[src/rtl/shift_left_iter_pkg.sv]
// Shared defaults and FSM state encoding for the iterative left shifter.
package shift_left_iter_pkg;

    localparam int WIDTH_DEF = 16;
    localparam int CNTW_DEF  = 5;

    typedef enum logic [1:0] {
        ST_IDLE  = 2'd0,
        ST_SHIFT = 2'd1,
        ST_DONE  = 2'd2
    } state_t;

endpackage

[src/rtl/shift_left_iter_shamt_clamp.sv]
// Clamps the raw shift amount to min(b, WIDTH) so it fits the shift counter.
module shift_left_iter_shamt_clamp #(
    parameter int WIDTH = 16,
    parameter int CNTW  = 5
) (
    input  logic [WIDTH-1:0] b,
    output logic [CNTW-1:0]  n
);

    localparam logic [WIDTH-1:0] LIMIT   = WIDTH'(WIDTH);
    localparam logic [CNTW-1:0]  N_LIMIT = CNTW'(WIDTH);

    // Full-width compare, so high bits such as 16'h8001 saturate rather than wrap.
    assign n = (b >= LIMIT) ? N_LIMIT : b[CNTW-1:0];

endmodule

[src/rtl/shift_left_iter.sv]
// Multi-cycle logical shift-left: one bit per clock, with a START/BUSY/DONE handshake.
module shift_left_iter
    import shift_left_iter_pkg::*;
#(
    parameter int WIDTH = WIDTH_DEF,
    parameter int CNTW  = CNTW_DEF
) (
    input  logic             clk,
    input  logic             rst_n,
    input  logic             start,
    input  logic [WIDTH-1:0] a,
    input  logic [WIDTH-1:0] b,
    output logic [WIDTH-1:0] o,
    output logic             busy,
    output logic             done
);

    state_t           state;
    state_t           state_next;
    logic [WIDTH-1:0] acc;
    logic [CNTW-1:0]  cnt;
    logic [CNTW-1:0]  n;
    logic             accept;

    shift_left_iter_shamt_clamp #(
        .WIDTH(WIDTH),
        .CNTW (CNTW)
    ) u_shamt_clamp (
        .b(b),
        .n(n)
    );

    assign accept = start && ((state == ST_IDLE) || (state == ST_DONE));

    // NOTE: sequential state uses non-blocking assignments so every register
    // samples pre-edge values regardless of block ordering.
    always_ff @(posedge clk or negedge rst_n) begin
        if (!rst_n) begin
            state <= ST_IDLE;
        end else begin
            state <= state_next;
        end
    end

    // NOTE: every output of this block gets a default first, so no path can
    // leave a value unassigned and infer a latch.
    always_comb begin
        state_next = state;
        busy       = 1'b0;
        done       = 1'b0;
        case (state)
            ST_IDLE: begin
                if (start) state_next = ST_SHIFT;
            end
            ST_SHIFT: begin
                busy = 1'b1;
                if (cnt == '0) state_next = ST_DONE;
            end
            ST_DONE: begin
                done       = 1'b1;
                state_next = start ? ST_SHIFT : ST_IDLE;
            end
            default: state_next = ST_IDLE;
        endcase
    end

    // NOTE: the datapath registers are reset too, because o is architecturally
    // visible and must read 0 straight out of reset.
    always_ff @(posedge clk or negedge rst_n) begin
        if (!rst_n) begin
            acc <= '0;
            cnt <= '0;
            o   <= '0;
        end else if (accept) begin
            acc <= a;
            cnt <= n;
        end else if (state == ST_SHIFT) begin
            if (cnt != '0) begin
                acc <= {acc[WIDTH-2:0], 1'b0};
                cnt <= cnt - CNTW'(1);
            end else begin
                o <= acc;
            end
        end
    end

endmodule

[config.mk]
export PLATFORM = sky130hd
export DESIGN_NAME = shift_left_iter
export DESIGN_NICKNAME = d
export VERILOG_FILES = /design/src/rtl/shift_left_iter_pkg.sv /design/src/rtl/shift_left_iter_shamt_clamp.sv /design/src/rtl/shift_left_iter.sv
export SDC_FILE = /design/constraint.sdc
export NUM_CORES = 1
export LEC_CHECK = 0
export CORE_MARGIN = 2
export CORE_UTILIZATION = 45
export CTS_CLUSTER_SIZE = 30
export DETAILED_ROUTE_END_ITERATION = 10
export GPL_TIMING_DRIVEN = 0
export MAX_ROUTING_LAYER = met4
export PLACE_DENSITY = 0.77
export SLEW_MARGIN = 20
export SYNTH_ARGS = -nofsm -noshare
export SYNTH_HDL_FRONTEND = slang
export SYNTH_SLANG_ARGS = --single-unit
[constraint.sdc]
create_clock -name clk -period 2.4 [get_ports clk]
set_clock_uncertainty 0.05 [all_clocks]
set_input_delay 0.36 -clock clk [delete_from_list [all_inputs] [get_ports clk]]
set_output_delay 0.36 -clock clk [all_outputs]
set_load 0.005 [all_outputs]
Yosys cells after proc, flatten, opt, wreduce, memory -nomap -nowiden
Cells that the tools add are included.
{ "op_classes": {"n_addsub": 1, "n_mul": 0, "div": 0, "magnitude_cmp": 1, "n_eq_ne": 4, "shift": 0, "muxes": 13, "n_bitwise": 2, "n_reduce_logical": 10} }
{ "ops": {"columns": ["operator", "n"], "rows": [
  ["$mux W16", 3],
  ["$mux W5", 4],
  ["$ge A16 B5 Y1 const B", 1],
  ["$pmux W2 S3", 1],
  ["$logic_not A5 Y1", 1],
  ["$reduce_bool A5 Y1", 1],
  ["$sub A5 B1 Y5 const B", 1],
  ["$mux W2", 2],
  ["$ne A2 B2 Y1 const B", 2],
  ["$reduce_and A2 Y1", 2],
  ["$reduce_bool A2 Y1", 2],
  ["$mux W1", 3],
  ["$reduce_and A3 Y1", 1],
  ["$eq A2 B1 Y1 const B", 1],
  ["$eq A2 B2 Y1 const B", 1],
  ["$logic_not A2 Y1", 1],
  ["$not A1 Y1", 2],
  ["$logic_and A1 B1 Y1", 1],
  ["$logic_or A1 B1 Y1", 1]
]} }
{ "totals": {"reg_bits": 39, "latch_bits": 0, "mem_bits_rw": 0, "romBits": 0, "inputBits": 35, "out_inout_bits": 18, "elab_cells": 35, "memories": 0} }

Depth between registers and ports, before layout
{ "depth": {"depth_word": 5, "depth_mapped": 7, "ltp_nobuf": 6} }

Modules after synthesis
A second synthesis with hierarchy kept.
{ "hier_totals": {"hier_cells": 174, "area_unflattened_um2": 1854.3} }
{ "modules_own_cells": {"columns": ["mod", "instances", "cells_each", "area_per_inst_um2", "seq_area_each_um2"], "rows": [
  ["shift_left_iter", 1, 162, 1778.0, 975.9],
  ["shift_left_iter_shamt_clamp", 1, 12, 76.3, 0.0]
]} }

Worst setup path before layout
OpenSTA, ideal clock, no wires.
{ "synth_path": {"path_kind": "register to register", "start": "reg cnt[0]", "end": "reg o[10]", "setup_ns": 0.125, "t_arrival_ns": 1.510, "t_required_ns": 2.225, "slack_ns": 0.715, "stages_incl_launch_ff": 7, "path_buffers": 1, "synth_period_minus_slack_ns": 1.685, "cell_sequence": "dfrtp_1 inv_1 ha_1 nor4b_4 nand2_4 buf_6 mux2_4"} }
{ "synth_between": {"elab_chain_len": 3} }
{ "synth_rtl": {"columns": ["item", "line_no", "text"], "rows": [
  ["start: declaration", "shift_left_iter.sv:21", "logic [CNTW-1:0] cnt;"],
  ["start signal: assignment", "shift_left_iter.sv:76", "cnt <= n;"],
  ["start signal: assignment", "shift_left_iter.sv:80", "cnt <= cnt - CNTW'(1);"],
  ["$reduce_bool A5 Y1", "shift_left_iter.sv:78", "if (cnt != '0) begin"],
  ["$not A1 Y1 (no source line)", null, null],
  ["$reduce_and A3 Y1 (no source line)", null, null],
  ["end signal: assignment", "shift_left_iter.sv:73", "o <= '0;"],
  ["end signal: assignment", "shift_left_iter.sv:82", "o <= acc;"],
  ["end: declaration", "shift_left_iter.sv:13", "output logic [WIDTH-1:0] o,"]
]} }
No other way between the ends.
A chain may end at the register's enable or synchronous reset.

Final worst setup path
{ "layout_path": {"start": "reg state[1]", "end": "out busy"} }
{ "layout_between": {"elab_chain_len": 2} }
{ "layout_rtl": {"columns": ["item", "line_no", "text"], "rows": [
  ["start: declaration", "shift_left_iter.sv:18", "state_t state;"],
  ["start signal: assignment", "shift_left_iter.sv:41", "state <= state_next;"],
  ["$eq A2 B1 Y1", "shift_left_iter.sv:51", "case (state)"],
  ["$mux W1", "shift_left_iter.sv:51", null],
  ["end: declaration", "shift_left_iter.sv:14", "output logic busy,"]
]} }
No other way between the ends.

==> results.toml <==
[routing]
mean_routed_wirelength_per_cell_um = 15.3
antenna_left = 0
wl_met3_um = 269
topRoutingLayerUsed = "met4"
routed-via-count = 1362
detail_route.iter0.violations = 159
total_length_of_routed_met2_wires_um = 1860
drtPass1Iterations = 4
drt_wl_total_um = 3880
drt-met1-wl_um = 1700
remaining_drc_errors = 0
via_per_inst = 5.38

[cts]
count_of_hold_buffers_inserted_by_post_cts_repair = 1
clock_latency_ns = 0.29
clock-sinks = 39
htreeDepth = 2
numCtsBuffers = 5
clk_path_buf_depth = 2
tritoncts = "done"
clkTransAtPathRegs_ns = 0.07
root_buffer_master = "sky130_fd_sc_hd__clkbuf_8"
cts_resized = 0
cts_setup_buffers = 0

[setup_path]
cp-endpoint = "busy"
end_kind = "output pin"
startpoint = "state[1]"
critPathArrivalTime_ns = 1.54
critical_path.max_fanout = 4
worstSetupStartpointType = "flop"
reg2regPathDepth = 6
r2r_setup_slack_ns = 0.54
critical_path.reg2reg.startpoint = "cnt[0]"
rr_endpoint = "o[14]"
timing.setup.critical_path_class = "flop to output pin"
worst_ep_required_ns = 1.99

[worst_hold_path]
whs_path_depth = 1
worstHoldPathType = "flop to flop"

[layout]
layout.core_utilization_pct = 66.3
drive_above_1_share_pct = 15.6
layout.cells.most_common_list = "sky130_fd_sc_hd__clkdlybuf4s50_1 (51), sky130_fd_sc_hd__dfrtp_1 (39), sky130_fd_sc_hd__nand2_1 (17)"
fillCellCount = 289
area.sequential_um2 = 976
antennaDiodeCount = 0
final_cell_area_excluding_filler_cells_um2 = 2460
fin_nets = 241
multi_input_area_um2 = 711
synthToLayoutAreaGrowth_pct = 39.8
most_common_cell_after_layout_fill_and_taps_aside = "sky130_fd_sc_hd__clkdlybuf4s50_1"

[place]
placed_cell_area_um2 = 2360
gp_routability_congestion = 0.870
dp_hpwl_um = 2900
portBuffers = 52

[grt]
largest_net_degree_at_the_start_of_global_routing = 21
wire_length_of_the_first_global_routing_pass_um = 6390
grt_antenna_before_repair = 0
grt_remaining_overflow = 0
via_count_of_the_first_global_routing_pass = 1382
overall_global_routing_resource_usage_pct = 20.1

[timing]
fin_crit_ns = 1.95
hold_violations = 0
drv_slew = 0
maxClockFrequency_ghz = 0.513
period_share_pct = 81.3
setup-violations-final = 0
totalNegativeSetupSlack_ns = 0
setup_repair_after_global_routing_missed_its_margin = "false"
maxSlewHeadroom_pct = 66.3
worst_pin_slew_ns = 0.506

[synth]
yosysSeqAreaShare_pct = 55.4
synth_enable_flop_cells = 0
synth.avg_cell_area_um2 = 12.2
postSynthRegisterBits = 39
ys.warnings.count = 0
cell_area_after_synthesis_um2 = 1760
syn-instance-count = 144
syn_nets = 180
ys_async_sr_fraction_pct = 100
synth_cell_types = 29
flip_flop_cell_with_the_highest_count_after_synthesis = "sky130_fd_sc_hd__dfrtp_1"

[pwr]
irDropWorstVdd_mv = 0.506
power_per_unit_of_standard_cell_area_nw_per_um2 = 1270
p_leak_uw = 0.00114

[outcome]
outcome = "complete, no violations"

[die]
design.portCount = 53
die-area_um2 = 4430
floorplan.core_area_um2 = 3720
placementRows = 22
die-height_um = 66.6
floorplan.initialDensity_pct = 47.4
die_w_um = 66.6

[job]
drv.max_cap_violation_count = 0
state kept, by name (all words and copies together), names as in the netlist:
name and flops:
o 16, cnt 5, acc 16, state 2
cell type report:
type / count / area share [%]
flip-flops and latches: 39 / 39.6
multi-input cells: 93 / 28.9
plain buffers: 8 / 2.44
inverters: 4 / 0.610
clock inverters: 1 / 0.203
repair buffers: 54 / 22.5
clock buffers: 6 / 3.35
well taps: 48 / 2.44
per-stage QoR:
step	power, uW	hold WS (ns)	setup slack [ns]	cells
final	3120	0.462	0.450	253
after detailed placement	2700	0.294	0.432	245
after global placement	2630	0.442	0.0383	244
after global routing	3360	0.469	0.407	253
after floorplan	2120	0.0144	0.715	144
after CTS	3150	0.463	0.445	253
cells in the mapped netlist (3+ instances only):
cell type | count | area (um2)
sky130_fd_sc_hd__o21ai_0 | 5 | 25.0
sky130_fd_sc_hd__dfrtp_1 | 39 | 976
sky130_fd_sc_hd__mux2_4 | 9 | 135
sky130_fd_sc_hd__buf_6 | 4 | 45.0
sky130_fd_sc_hd__nand2_1 | 17 | 63.8
sky130_fd_sc_hd__mux2_2 | 7 | 78.8
sky130_fd_sc_hd__nor2_1 | 14 | 52.6
sky130_fd_sc_hd__nor4_1 | 3 | 18.8
sky130_fd_sc_hd__clkbuf_1 | 4 | 15.0
sky130_fd_sc_hd__a221o_1 | 14 | 140
sky130_fd_sc_hd__inv_1 | 4 | 15.0
power by group:
group	switching [uW]	internal (uW)	leakage [uW]
sequential	218	968	0.000489
combinational	620	877	0.000600
clock	215	225	0.0000470
total	1050	2070	0.00114
logic make-up (layout without fill, tap and decap cells):
family | count (synthesis) | after routing | synth area share [%]
buf+inv | 12 | 73 | 4.26
compound gates | 24 | 24 | 11.6
simple gates | 49 | 49 | 14.2
xor+xnor | 1 | 1 | 0.497
fa+ha+maj | 1 | 1 | 0.710
mux | 18 | 18 | 13.3
flops | 39 | 39 | 55.4
critical path, cell delays in order (launching register included):
cell and delay, ns:
sky130_fd_sc_hd__dfrtp_1 0.39, sky130_fd_sc_hd__nand2b_1 0.20, sky130_fd_sc_hd__inv_1 0.14, sky130_fd_sc_hd__clkdlybuf4s50_1 0.52
routing by layer:
layer  vias to the layer above  global-route usage, %
met1                       659                   24.8
met5                         -                      -
met4                         0                   6.12
met2                        58                   32.1
li1                        639                      -
met3                         6                   5.74
worst min-delay path by stage:
stage,startpoint,endpoint,slack (ns)
floorplan,rst_n,acc[0],0.01
global placement,o[2],o[2],0.44
global route,o[3],o[3],0.47
detailed placement,rst_n,o[15],0.29
CTS,o[1],o[1],0.46
finish,o[14],o[14],0.46
(Power assumes the default switching activity.)
